File: src/rtl/lsu_mem_ctrl.sv
// rtl/lsu_mem_ctrl.sv - byte/half/word load-store unit over a word-addressed memory
// Optional misalignment trap: define LSU_ALIGN_CHECK_EN.
module lsu_mem_ctrl #(
  parameter int DATA_W = 32,
  parameter int ADDR_W = 32,
  parameter int IDX_W  = 17
) (
  input  logic              clk,
  input  logic              rst,
  input  logic              req,
  input  logic              we,
  input  logic [1:0]        size,
  input  logic              unsigned_ld,
  input  logic [ADDR_W-1:0] addr,
  input  logic [DATA_W-1:0] wdata,
  output logic              busy,
  output logic              done,
  output logic [DATA_W-1:0] rdata,
  output logic              err,
  output logic              mem_write,
  output logic [IDX_W-1:0]  mem_addr,
  output logic [DATA_W-1:0] mem_wdata,
  input  logic [DATA_W-1:0] mem_rdata
);

  typedef enum logic [1:0] {IDLE, ACCESS, WRITE, DONE} state_e;

  state_e              state_q, state_d;
  logic                we_q, we_d;
  logic [1:0]          size_q, size_d;
  logic [1:0]          lane_q, lane_d;
  logic                uns_q, uns_d;
  logic                mis_q, mis_d;
  logic [DATA_W-1:0]   rdata_q, rdata_d;
  logic [DATA_W-1:0]   wdata_q, wdata_d;
  logic [IDX_W-1:0]    addr_q, addr_d;
  logic                mem_wr;
  logic                is_word, is_half, misaligned;
  logic [7:0]          byte_sel;
  logic [15:0]         half_sel;
  logic [DATA_W-1:0]   ld_val, merged;
  logic                unused_addr;

  assign unused_addr = ^addr[ADDR_W-1:IDX_W+2];
  assign is_word     = size_q[1];
  assign is_half     = (size_q == 2'b01);

`ifdef LSU_ALIGN_CHECK_EN
  assign misaligned = (is_half && lane_q[0]) || (is_word && (lane_q != 2'b00));
`else
  assign misaligned = 1'b0;
`endif

  // Lane extraction for loads and lane merge for sub-word stores; the
  // store data already sits in wdata_q, so the merged word overwrites it.
  always_comb begin
    byte_sel = mem_rdata[{lane_q, 3'b000} +: 8];
    half_sel = lane_q[1] ? mem_rdata[31:16] : mem_rdata[15:0];
    ld_val   = mem_rdata;
    if (is_half)
      ld_val = {{16{~uns_q & half_sel[15]}}, half_sel};
    else if (!is_word)
      ld_val = {{24{~uns_q & byte_sel[7]}}, byte_sel};
    merged = mem_rdata;
    if (is_half) begin
      if (lane_q[1]) merged[31:16] = wdata_q[15:0];
      else           merged[15:0]  = wdata_q[15:0];
    end else begin
      merged[{lane_q, 3'b000} +: 8] = wdata_q[7:0];
    end
  end

  always_comb begin
    state_d = state_q;
    we_d    = we_q;
    size_d  = size_q;
    lane_d  = lane_q;
    uns_d   = uns_q;
    mis_d   = mis_q;
    rdata_d = rdata_q;
    wdata_d = wdata_q;
    addr_d  = addr_q;
    mem_wr  = 1'b0;
    case (state_q)
      IDLE: begin
        if (req) begin
          we_d    = we;
          size_d  = size;
          uns_d   = unsigned_ld;
          lane_d  = addr[1:0];
          addr_d  = addr[IDX_W+1:2];
          wdata_d = wdata;
          mis_d   = 1'b0;
          state_d = ACCESS;
        end
      end
      ACCESS: begin
        mis_d   = misaligned;
        state_d = DONE;
        if (!misaligned) begin
          if (!we_q) begin
            rdata_d = ld_val;
          end else if (is_word) begin
            mem_wr = 1'b1;
          end else begin
            wdata_d = merged;
            state_d = WRITE;
          end
        end
      end
      WRITE: begin
        mem_wr  = 1'b1;
        state_d = DONE;
      end
      DONE:    state_d = IDLE;
      default: state_d = IDLE;
    endcase
  end

  always_ff @(posedge clk) begin
    if (rst) begin
      state_q <= IDLE;
      we_q    <= 1'b0;
      size_q  <= 2'b00;
      lane_q  <= 2'b00;
      uns_q   <= 1'b0;
      mis_q   <= 1'b0;
      rdata_q <= '0;
      wdata_q <= '0;
      addr_q  <= '0;
    end else begin
      state_q <= state_d;
      we_q    <= we_d;
      size_q  <= size_d;
      lane_q  <= lane_d;
      uns_q   <= uns_d;
      mis_q   <= mis_d;
      rdata_q <= rdata_d;
      wdata_q <= wdata_d;
      addr_q  <= addr_d;
    end
  end

  // Gate with rst so a reset landing mid-store never commits a write.
  assign mem_write = mem_wr & ~rst;
  assign busy      = (state_q != IDLE);
  assign done      = (state_q == DONE);
  assign err       = done & mis_q;
  assign rdata     = rdata_q;
  assign mem_addr  = addr_q;
  assign mem_wdata = wdata_q;

endmodule

File: config.mk
export PLATFORM = sky130hd
export DESIGN_NAME = lsu_mem_ctrl
export DESIGN_NICKNAME = d
export VERILOG_FILES = /design/src/rtl/lsu_mem_ctrl.sv
export SDC_FILE = /design/constraint.sdc
export NUM_CORES = 1
export LEC_CHECK = 0
export CAP_MARGIN = 20
export CORE_MARGIN = 5
export CORE_UTILIZATION = 25
export CTS_BUF_LIST = sky130_fd_sc_hd__clkbuf_16
export DETAILED_ROUTE_END_ITERATION = 8
export GPL_TIMING_DRIVEN = 0
export HOLD_SLACK_MARGIN = 0.05
export PLACE_DENSITY_LB_ADDON = 0.2
export SYNTH_ARGS = -nofsm -noshare
export SYNTH_HDL_FRONTEND = slang
export SYNTH_SLANG_ARGS = --single-unit
File: constraint.sdc
create_clock -name clk -period 4.83 [get_ports clk]
set_input_delay 0.483 -clock clk [delete_from_list [all_inputs] [get_ports clk]]
set_output_delay 0.483 -clock clk [all_outputs]
set_load 0.02 [all_outputs]
==> Word-level counts from Yosys, hierarchy flattened <==
Cells that the tools add are included.
W data, S select, Z words.
{ "word_totals": {"input_bits": 103, "elab_cells": 57, "regBits": 90, "output_inout_bits": 85} }
{ "classes": {"reduce_logical": 8, "bitwise": 7, "shifts": 3, "mux": 20, "eq_ne": 8, "n_addsub": 1} }
{ "op_table": {"columns": ["cell", "n"], "rows": [
  ["$mux W32", 6],
  ["$pmux W32 S2", 1],
  ["$mux W16", 3],
  ["$bwmux W32", 1],
  ["$shift A8 B7 Y32 const A", 1],
  ["$shiftx A32 B6 Y8", 1],
  ["$shiftx A8 B7 Y32", 1],
  ["$pmux W2 S4", 1],
  ["$neg A5 Y7", 1],
  ["$ne A2 B2 Y1 const B", 3],
  ["$reduce_and A2 Y1", 3],
  ["$mux W1", 5],
  ["$reduce_and A5 Y1", 1],
  ["$and A1 B1 Y1", 4],
  ["$eq A2 B1 Y1 const B", 2],
  ["$eq A2 B2 Y1 const B", 2],
  ["$pmux W1 S2", 2],
  ["$reduce_and A4 Y1", 1],
  ["$reduce_bool A2 Y1", 2],
  ["$ne A3 B3 Y1 const B", 1],
  ["$not A1 Y1", 3],
  ["$logic_not A2 Y1", 1],
  ["$mux W2", 1]
]} }

==> Longest topological paths before layout <==
{ "depth": {"depth_word": 7, "depth_mapped": 9, "ltp_nobuf": 6} }

==> Least setup slack after synthesis <==
Ideal clock, no wire load.
{ "synth_path": {"path_type": "register to output", "from": "register state_q[1]", "to": "output port mem_write", "path_buffers": 2, "slack_ns": 2.678, "required_ns": 4.347, "t_arrival_ns": 1.669, "path_stages_with_launch": 7, "path_cell_list": "dfxtp_1 -> inv_1 -> ha_1 -> buf_2 -> buf_2 -> a31oi_1 -> nor3b_1"} }
{ "synth_between": {"elab_chain_len": 3, "word_cells_on_any_way": 4, "classes_between": "2 x eq/ne; 1 x mux; 1 x bitwise"} }
{ "synth_lines": {"columns": ["element", "line_no", "rtl"], "rows": [
  ["from (decl)", "28", "state_e state_q, state_d;"],
  ["from (signal assigned)", "132", "state_q <= state_d;"],
  ["$eq A2 B2 Y1 or $eq A2 B1 Y1 (tied branches)", "84", "case (state_q)"],
  ["$pmux W1 S2 *", "84", null],
  ["$and A1 B1 Y1 *", "145", "assign mem_write = mem_wr & ~rst;"],
  ["to (decl)", "20", "output logic mem_write,"]
]} }
Mark *: on every way between the ends. The rest lies on a longest branch, timed or not.

==> Worst setup path after layout <==
Ends and elaborated chain as after synthesis.

==> flow_summary.json <==
{
  "fin_hold_ws_ns": 0.454,
  "insertion_delay_ns": 0.35,
  "skew_ns": 0.00912,
  "cts_tree": "yes",
  "dieArea_um2": 23000,
  "yosys_warnings": 0,
  "grt_pass1_vias": 5060,
  "cts_setup_buffers": 0,
  "clock_path_buffers": 2,
  "cts.sinks": 89,
  "clk_pin_slew_ns": 0.06,
  "cts_buffers": 9,
  "rsz0062_at_grt": "false",
  "final_common_cell": "clkdlybuf4s50_1",
  "synth_flop_cell": "dfxtp_1",
  "final_nets": 884,
  "hold_viol": 0,
  "drc": 0,
  "slew_violations": 0,
  "pwr_density_cell_nw_per_um2": 566,
  "ff2ff_setup_slack_ns": 2.31,
  "initial_core_util": 0.256,
  "ff_latch_area_um2": 1780,
  "drive_gt1_frac": 0.0982,
  "total_power_w": 0.00417,
  "antenna_found_initial": 0,
  "die_x_um": 152,
  "ys_seq_area_frac": 0.354,
  "dpl.cell_count": 1025,
  "coreArea_um2": 19700,
  "synth.cell_area_um2": 5030,
  "finalWeightedCongestion": 0.838,
  "overflow": 0,
  "io_pins": 188,
  "drt_iter0_markers": 308,
  "grt_pass1_wl_um": 30500,
  "hold_path.class": "reg2reg",
  "multi_input_area_um2": 2910,
  "vdd_drop_max_mv": 0.213,
  "drv_cap": 0,
  "cp-end-kind": "primary output",
  "cp_data_required_time_ns": 4.35,
  "setup_viol_count_final": 0,
  "arrival_ns": 2.73,
  "async_reset_ff_frac": 0,
  "relSlewSlack": 0.499,
  "crit_type": "reg2out",
  "synth_fp_nets": 700,
  "antenna-diode-count": 0,
  "row_count": 51,
  "max_freq_mhz": 311,
  "wl_per_cell_um": 19.6,
  "dp.final_hpwl_um": 15900,
  "grt_max_degree": 14,
  "htree_num_levels": 3,
  "syn_inst": 587,
  "status": "finished, final reports clean",
  "cts.repair.resized": 0,
  "crit_fanout": 10,
  "fill_cells": 2123,
  "grt_usage": 0.176,
  "p_leak_nw": 2.62,
  "drt_pre_antenna_iters": 5,
  "die_h_um": 152,
  "synth_edf_count": 0,
  "routed-via-count": 5019,
  "design_area_um2": 7370,
  "place_area_um2": 7090,
  "synth_area_per_cell_um2": 8.56,
  "synth_area_leaders": "dfxtp_1 (35%), mux2i_1 (6.6%), nand2_1 (5.5%)",
  "yosys.cell_types.count": 51,
  "worstMarginPinSlew_ns": 0.751,
  "numPortBuffers": 173,
  "fin_crit_sh": 0.666,
  "final.setup.tns_ns": 0,
  "layout.cells.non_filler": 1039,
  "synth.top_cell.area_share": 0.354,
  "cts_hold_buf": 0,
  "ant_nets": 0,
  "clockRootBuffer": "clkbuf_16",
  "period_needed_ns": 3.22,
  "synth_seq_cells": 89,
  "wl_um": 20400,
  "area_growth_pct": 46.6,
  "synth_top_area_cell": "dfxtp_1",
  "final_cell_mix": "clkdlybuf4s50_1 (173), dfxtp_1 (89), nand2_1 (73)",
  "via_per_inst": 4.83,
  "start_kind": "flop"
}
-- Yosys cell counts, types with 2 or more instances --
cell	number
a22oi_1	15
nor2_1	61
and3b_1	2
ha_1	10
a21oi_4	2
o21bai_1	9
nor4bb_1	2
a221oi_1	6
a22o_1	14
and2b_1	2
o32ai_1	8
nor3b_1	9
nand2_1	73
inv_1	14
buf_6	5
o22ai_2	2
a221o_1	16
a211oi_1	22
mux2i_1	33
nand2b_1	12
nor2b_1	9
a211oi_2	19
inv_2	2
a32o_1	8
nor4_1	8
buf_4	4
dfxtp_1	89
and3_1	8
a21oi_1	52
or2_2	9
buf_2	14
buf_1	3
clkbuf_1	27
-- metrics by stage --
step	setup slack, ns	utilization
6_report	1.61	0.375
5_1_grt	1.42	0.375
4_1_cts	1.57	0.375
3_5_place_dp	1.76	0.361
3_3_place_gp	1.70	0.361
2_1_floorplan	2.68	-
-- area by class of cell --
| type | count | area share |
|---|---|---|
| multi-input combinational | 428 | 0.395 |
| tap | 265 | 0.0450 |
| clock inverter | 5 | 0.00696 |
| timing repair buffer | 173 | 0.235 |
| buffer | 54 | 0.0372 |
| inverter | 16 | 0.00815 |
| clock buffer | 9 | 0.0306 |
| sequential | 89 | 0.242 |
-- worst max-delay path: stages (launching register included) --
cell and delay [ns]:
dfxtp_1 0.35, inv_1 0.12, ha_1 0.32, buf_2 0.31, buf_2 0.25, a31oi_1 0.11, nor3b_1 0.25, clkdlybuf4s50_1 0.67
-- logic make-up (layout without fill, tap and decap cells) --
family	after synthesis	in the layout	share of synthesized area
other	1	1	0.000746
DFF	89	89	0.354
buffers and inverters	70	257	0.0665
AOI/OAI and AO/OA	180	180	0.289
muxes	35	35	0.0707
adders and majority gates	10	10	0.0249
and+or+nand+nor	202	202	0.194
-- state kept, by name, indices dropped and copies added (netlist names) --
name	cells
lane_q	2
mem_addr	17
mem_wdata	32
rdata	32
size_q	2
state_q	2
uns_q	1
we_q	1
-- report_power, final --
group	total, W	leakage (nW)	switching [W]	internal, W
Sequential	0.00119	0.732	0.000204	0.000985
Clock	0.000686	0.144	0.000295	0.000392
Combinational	0.00229	1.75	0.00129	0.000999
-- final timing paths --
| path | start | to | cells after the start |
|---|---|---|---|
| worst max register to register | lane_q[1] | mem_wdata[17] | 8 |
| worst min-delay path | mem_addr[10] | mem_addr[10] | 2 |
| worst min register to register | mem_addr[10] | mem_addr[10] | 2 |
| worst max-delay path | state_q[1] | mem_write | 7 |
-- routing by layer --
layer,share of wire,routed length (um),global-route usage
met1,0.46,9380,0.247
met2,0.44,9030,0.271
met3,0.084,1710,0.0443
met4,0.014,289,0.0436
met5,0,0,0
(Power assumes the default switching activity.)
